$ cat src/rtl/spi_byte_phy_if.sv
// Byte-side handshake between spi_byte_phy and the downstream protocol state machine.
// SPI_BYTE_PHY_UNDERRUN_EN adds the sticky tx_underrun flag.
interface spi_byte_phy_if;
    logic [7:0] rx_data;
    logic       rx_stb;
    logic [7:0] tx_data;
    logic       tx_stb;
`ifdef SPI_BYTE_PHY_UNDERRUN_EN
    logic       tx_underrun;
`endif

    modport master (
        input  rx_data,
        input  rx_stb,
`ifdef SPI_BYTE_PHY_UNDERRUN_EN
        input  tx_underrun,
`endif
        output tx_data,
        output tx_stb
    );

    modport slave (
        output rx_data,
        output rx_stb,
`ifdef SPI_BYTE_PHY_UNDERRUN_EN
        output tx_underrun,
`endif
        input  tx_data,
        input  tx_stb
    );
endinterface

$ cat src/rtl/spi_byte_phy.sv
// SPI mode-0 peripheral byte transceiver, MSB first, oversampled in the clk domain.
// Optional sticky underrun flag enabled by SPI_BYTE_PHY_UNDERRUN_EN.
module spi_byte_phy (
    input  logic           clk,
    input  logic           rst_n,
    input  logic           spi_sck,
    input  logic           spi_csn,
    input  logic           spi_sdi,
    output logic           spi_sdo,
    spi_byte_phy_if.slave  bus
);

    typedef enum logic {ST_IDLE, ST_SEL} state_t;

    state_t     state;
    logic [2:0] sck_sync;
    logic [2:0] csn_sync;
    logic [1:0] sdi_sync;
    logic       sck_rise;
    logic       sck_fall;
    logic       csn_fall;
    logic       csn_rise;
    logic [6:0] rx_shift;
    logic [7:0] tx_shift;
    logic [7:0] tx_buf;
    logic       tx_valid;
    logic       byte_done;
    logic [2:0] bit_cnt;
    logic [7:0] load_byte;

    // A tx_stb in the same cycle as a load bypasses the buffer entirely.
    assign load_byte = bus.tx_stb ? bus.tx_data : (tx_valid ? tx_buf : 8'h00);

    // tx_shift is zeroed whenever deselected, so its MSB is already the pin value.
    assign spi_sdo = tx_shift[7];

    always_ff @(posedge clk or negedge rst_n) begin
        if (!rst_n) begin
            sck_sync <= 3'b000;
            csn_sync <= 3'b111;
            sdi_sync <= 2'b00;
            sck_rise <= 1'b0;
            sck_fall <= 1'b0;
            csn_fall <= 1'b0;
            csn_rise <= 1'b0;
        end else begin
            sck_sync <= {sck_sync[1:0], spi_sck};
            csn_sync <= {csn_sync[1:0], spi_csn};
            sdi_sync <= {sdi_sync[0], spi_sdi};
            sck_rise <= sck_sync[1] & ~sck_sync[2];
            sck_fall <= ~sck_sync[1] & sck_sync[2];
            csn_fall <= ~csn_sync[1] & csn_sync[2];
            csn_rise <= csn_sync[1] & ~csn_sync[2];
        end
    end

    always_ff @(posedge clk or negedge rst_n) begin
        if (!rst_n) begin
            state       <= ST_IDLE;
            rx_shift    <= '0;
            tx_shift    <= '0;
            tx_buf      <= '0;
            tx_valid    <= 1'b0;
            byte_done   <= 1'b0;
            bit_cnt     <= '0;
            bus.rx_data <= '0;
            bus.rx_stb  <= 1'b0;
`ifdef SPI_BYTE_PHY_UNDERRUN_EN
            bus.tx_underrun <= 1'b0;
`endif
        end else begin
            bus.rx_stb <= 1'b0;
            // NOTE: later non-blocking assignments in this block override this
            // default queue update, which is how loads and csn rise win over tx_stb.
            if (bus.tx_stb) begin
                tx_buf   <= bus.tx_data;
                tx_valid <= 1'b1;
            end

            if (csn_fall) begin
                state     <= ST_SEL;
                bit_cnt   <= '0;
                byte_done <= 1'b0;
                tx_shift  <= load_byte;
                tx_valid  <= 1'b0;
`ifdef SPI_BYTE_PHY_UNDERRUN_EN
                bus.tx_underrun <= 1'b0;
`endif
            end else if (csn_rise) begin
                state     <= ST_IDLE;
                bit_cnt   <= '0;
                byte_done <= 1'b0;
                tx_valid  <= 1'b0;
                tx_shift  <= '0;
            end else if (state == ST_SEL) begin
                if (sck_rise) begin
                    rx_shift <= {rx_shift[5:0], sdi_sync[1]};
                    bit_cnt  <= bit_cnt + 3'd1;
                    if (bit_cnt == 3'd7) begin
                        bus.rx_data <= {rx_shift, sdi_sync[1]};
                        bus.rx_stb  <= 1'b1;
                        byte_done   <= 1'b1;
                    end
                end else if (sck_fall) begin
                    if (byte_done) begin
                        tx_shift  <= load_byte;
                        tx_valid  <= 1'b0;
                        byte_done <= 1'b0;
`ifdef SPI_BYTE_PHY_UNDERRUN_EN
                        if (!tx_valid && !bus.tx_stb) bus.tx_underrun <= 1'b1;
`endif
                    end else begin
                        tx_shift <= {tx_shift[6:0], 1'b0};
                    end
                end
            end
        end
    end

endmodule
$ cat src/flat_wrapper.sv
// flat-port wrapper written by rule: the top's interface ports become plain ports
module spi_byte_phy_flat 
  (clk, rst_n, spi_sck, spi_csn, spi_sdi, spi_sdo, bus_rx_data, bus_rx_stb, bus_tx_data, bus_tx_stb);
  spi_byte_phy_if bus_i ();
  input  logic clk;
  input  logic rst_n;
  input  logic spi_sck;
  input  logic spi_csn;
  input  logic spi_sdi;
  output logic spi_sdo;
  output wire logic [$bits(bus_i.rx_data)-1:0] bus_rx_data;
  output wire logic [$bits(bus_i.rx_stb)-1:0] bus_rx_stb;
  input wire logic [$bits(bus_i.tx_data)-1:0] bus_tx_data;
  input wire logic [$bits(bus_i.tx_stb)-1:0] bus_tx_stb;
  assign bus_rx_data = bus_i.rx_data;
  assign bus_rx_stb = bus_i.rx_stb;
  assign bus_i.tx_data = bus_tx_data;
  assign bus_i.tx_stb = bus_tx_stb;
  spi_byte_phy u_core (.clk(clk), .rst_n(rst_n), .spi_sck(spi_sck), .spi_csn(spi_csn), .spi_sdi(spi_sdi), .spi_sdo(spi_sdo), .bus(bus_i));
endmodule
$ cat config.mk
export PLATFORM = sky130hd
export DESIGN_NAME = spi_byte_phy_flat
export DESIGN_NICKNAME = d
export VERILOG_FILES = /design/src/rtl/spi_byte_phy_if.sv /design/src/rtl/spi_byte_phy.sv /design/src/flat_wrapper.sv
export SDC_FILE = /design/constraint.sdc
export NUM_CORES = 1
export LEC_CHECK = 0
export ABC_AREA = 0
export BUFFER_PORTS_ARGS = -buffer_cell sky130_fd_sc_hd__buf_4
export CAP_MARGIN = 0
export CORE_MARGIN = 4
export CORE_UTILIZATION = 56
export DETAILED_ROUTE_END_ITERATION = 10
export PLACE_DENSITY = 0.85
export SKIP_CTS_REPAIR_TIMING = 1
export SLEW_MARGIN = 30
export SYNTH_ARGS = -nofsm -noshare
export SYNTH_HDL_FRONTEND = slang
export SYNTH_SLANG_ARGS = --single-unit
$ cat constraint.sdc
create_clock -name clk -period 1.7 [get_ports clk]
set_input_delay 0.085 -clock clk [delete_from_list [all_inputs] [get_ports clk]]
set_output_delay 0.085 -clock clk [all_outputs]
set_load 0.1 [all_outputs]
==> flow_summary.ini <==
[status]
outcome = finished, final reports clean

[cells_and_area]
fillCellCount = 238
finalNonFillerCells = 232
area.sequential_mm2 = 0.001255
area.growth.synth_to_final_pct = 22.02
layout-drive-gt1-share_pct = 33.87
multiInputGateArea_um2 = 658.1
layout.cell_area.non_filler_mm2 = 0.002420
design.final.nets = 201
diodes = 0

[synthesis]
syn_avg_cell_area_um2 = 13.49
synth_seq_area_share_pct = 63.28
syn-cell-area_mm2 = 0.001983
yosysUniqueCellTypes = 33
synth.yosys.warnings = 0
number_of_synthesized_register_bits = 50
gate_count_post_synth = 147
synthesis.nets = 163

[critical_path]
worst_path_largest_cell_delay_ns = 0.47
crit-reg2reg-capture = u_core.bus.rx_data[1]$_DFFE_PN0P_
crit_path_top_delay_cell = and4bb_2
startpoint_type = register
critical_path.top_delay_family = simple AND/OR/NAND/NOR gates
cp_data_required_time_ns = 1.95
setup_slack_reg_to_reg_ns = 0.23
cp.buffers_inverters = 0
cell_by_cell_listing_of_the_critical_path = and4bb_2 -> nand2_4 -> mux2_2
setup.worst_path.class = register to register
path_max_fanout = 9
cp-end-kind = register
worst_r2r_startpoint = u_core.csn_rise$_DFF_PN0_
ff2ff_path_depth = 3
timing.critical_path.arrival_ns = 1.71

[detailed_routing]
dr_wl_met3_um = 185
drcViolationCount = 0
avgRoutedWirePerCell_um = 15.25
routed_wirelength_um = 3538
wl_met2_um = 1811
wl_met1_um = 1489
drtIter0Drc = 131
detailroute.via_count = 1275
first_pass_iters = 4
post_dr_vias_cell = 5.496
topRoutingLayerUsed = met4
antenna_left = 0

[timing]
hold_viol_final = 0
setup-violations-final = 0
tns_ns = 0
timing.max_slew.rel_slack_pct = 59.84
rsz_0062_raised_after_global_routing = false
hold_slack_ns = 0.08174
slew_violations = 0
timing_worst_slew_pin_value_ns = 0.6024
worst_case_clock_skew_ns = 0.02417
finalCriticalPeriod_ns = 1.468
fmax_mhz = 681.4
final.period_utilization_pct = 86.33

[clock_network]
cell_at_the_root_of_the_clock_tree = clkbuf_4
ctsHtreeMaxLevel = 2
cts_num_sinks = 50
cts_max_path_buffers = 2
clk-insertion-delay-late_ns = 0.37
clock_tree_from_tritoncts = built
worst_setup_hold_path_clk_slew_ns = 0.13
cts_inserted_buffers = 5

[place]
port_buffer_count = 23
placed_cells_incl_taps = 212
hpwl_um = 2433
placed_cell_area_mm2 = 0.002188
finalWeightedCongestion = 0.7884

[worst_hold_path]
worst_hold_path.num_cells = 2
hold_start = bus_tx_stb
worst_hold_path_type = input pin to register
hold_end = u_core.tx_buf[6]$_DFFE_PN0P_

[power]
irDropWorstVdd_mv = 0.7266
power_per_unit_of_standard_cell_area_mw_per_mm2 = 1078
cellLeakagePower_nw = 1.164
post-layout-total-power_w = 0.002609

[global_routing]
grt_first_pass_wirelength_um = 6154
grt_remaining_overflow = 0
number_of_antenna_violations_at_the_first_check_in_global_routing = 0
grt_start_max_net_pins = 51
first_global_vias = 1356
groute.usage.overall_pct = 18.68

[floorplan]
floorplan.die_area_mm2 = 0.004558
coreArea_mm2 = 0.003390
floorplan.io_pins = 24
floorplan.die.height_um = 67.51
core.rowCount = 21
initial_utilization_pct = 58.51
floorplan.die.width_um = 67.51

[flow_run]
drv_cap = 0
-- metrics by stage --
stage | util (%) | setup slack [ns]
floorplan | - | 0.3555
global placement | 64.56 | 0.3104
detailed placement | 64.56 | 0.2592
CTS | 67.85 | 0.2241
global route | 71.39 | 0.1318
finish | 71.39 | 0.2325
-- cells in the mapped netlist --
| cell type | number | area [um^2] |
|---|---|---|
| nand2_4 | 1 | 11.26 |
| nand3_1 | 2 | 10.01 |
| o22a_1 | 1 | 8.760 |
| buf_2 | 2 | 10.01 |
| nand2_1 | 11 | 41.29 |
| nand3b_1 | 1 | 7.510 |
| o221ai_1 | 6 | 52.55 |
| a2bb2o_1 | 1 | 10.01 |
| mux2i_1 | 1 | 10.01 |
| a31oi_1 | 7 | 43.79 |
| o2bb2ai_1 | 1 | 8.760 |
| or2_2 | 1 | 6.260 |
| or2_1 | 2 | 12.51 |
| nor3_2 | 1 | 10.01 |
| a22oi_1 | 1 | 7.510 |
| nor2b_1 | 6 | 37.54 |
| buf_1 | 1 | 3.750 |
| dfrtp_1 | 47 | 1176 |
| clkbuf_1 | 2 | 7.510 |
| a222oi_1 | 1 | 10.01 |
| and4bb_2 | 1 | 12.51 |
| nor2_1 | 3 | 11.26 |
| ha_1 | 2 | 25.02 |
| and3b_1 | 1 | 8.760 |
| nor3_1 | 6 | 30.03 |
| mux2_2 | 21 | 236.5 |
| dfstp_2 | 3 | 78.83 |
| xor2_1 | 1 | 8.760 |
| a21oi_1 | 2 | 10.01 |
| buf_6 | 3 | 33.78 |
| a21o_1 | 3 | 22.52 |
| o21ai_0 | 1 | 5.000 |
| inv_1 | 4 | 15.01 |
-- final cells by class --
cell class / count / share of cell area [%]
Sequential cell: 50 / 51.86
Tap cell: 46 / 2.378
Clock inverter: 2 / 2.482
Clock buffer: 6 / 2.120
Inverter: 4 / 0.6205
Timing Repair Buffer: 39 / 13.34
Multi-Input combinational cell: 85 / 27.20
-- layout by cell type, fill, tap and decap left out, types with 2 or more instances in the layout --
cell and instances:
a21o_1 3, a21oi_1 2, a31oi_1 7, buf_4 27, bufinv_16 2, clkbuf_4 5, dfrtp_1 47, dfstp_2 3
dlygate4sd3_1 12, ha_1 2, inv_1 4, mux2_2 21, nand2_1 11, nand3_1 2, nor2_1 3, nor2b_1 6
nor3_1 6, o221ai_1 6, or2_1 2
-- flip-flops by register name, indices dropped and copies added, names as in the netlist --
signal and flops:
u_core.sck_sync 3, u_core.bit_cnt 3, u_core.bus.rx_data 8, u_core.tx_buf 8, u_core.bus.rx_stb 1, u_core.tx_valid 1, u_core.csn_rise 1, u_core.state 1
u_core.csn_fall 1, u_core.sck_rise 1, u_core.csn_sync 3, u_core.sdi_sync 2, u_core.sck_fall 1, u_core.rx_shift 7, u_core.tx_shift 8, u_core.byte_done 1
-- kinds of logic (layout without fill, tap and decap cells) --
group,count (synthesis),count (layout),share of synthesized area [%]
multiplexers,22,22,12.43
AO/OA/AOI/OAI,24,24,9.022
flip-flops,50,50,63.28
buffers and inverters,12,51,3.533
adder cells (fa/ha/maj),2,2,1.262
AND/OR/NAND/NOR,36,36,10.03
XOR/XNOR,1,1,0.4417
-- how the worst max path moves through the flow --
stage                                        from                           endpoint  slack [ns]  cells after the start
finish                  u_core.csn_rise$_DFF_PN0_  u_core.bus.rx_data[1]$_DFFE_PN0P_        0.23                      3
global route            u_core.csn_fall$_DFF_PN0_     u_core.tx_shift[7]$_DFFE_PN0P_        0.13                      4
CTS                     u_core.csn_rise$_DFF_PN0_  u_core.bus.rx_data[1]$_DFFE_PN0P_        0.22                      3
detailed placement      u_core.csn_rise$_DFF_PN0_  u_core.bus.rx_data[1]$_DFFE_PN0P_        0.26                      3
global placement    u_core.bit_cnt[0]$_DFFE_PN0P_  u_core.bus.rx_data[7]$_DFFE_PN0P_        0.31                      4
floorplan                u_core.state$_DFFE_PN0N_  u_core.bus.rx_data[0]$_DFFE_PN0P_        0.36                      4
-- routing by layer --
layer / GRT usage, % / vias to the layer above
met5: 0 / -
met3: 5.491 / 6
met4: 7.342 / 0
met1: 21.75 / 638
met2: 32.20 / 34
li1: - / 597
-- where the power goes --
part	total, W	internal [W]	switching, W
combinational	0.000325	0.000165	0.000159
clock	0.000858	0.000498	0.000360
sequential	0.00143	0.00133	0.0000985
total	0.00261	0.00199	0.000617
Power figures use the tool's default switching activity.
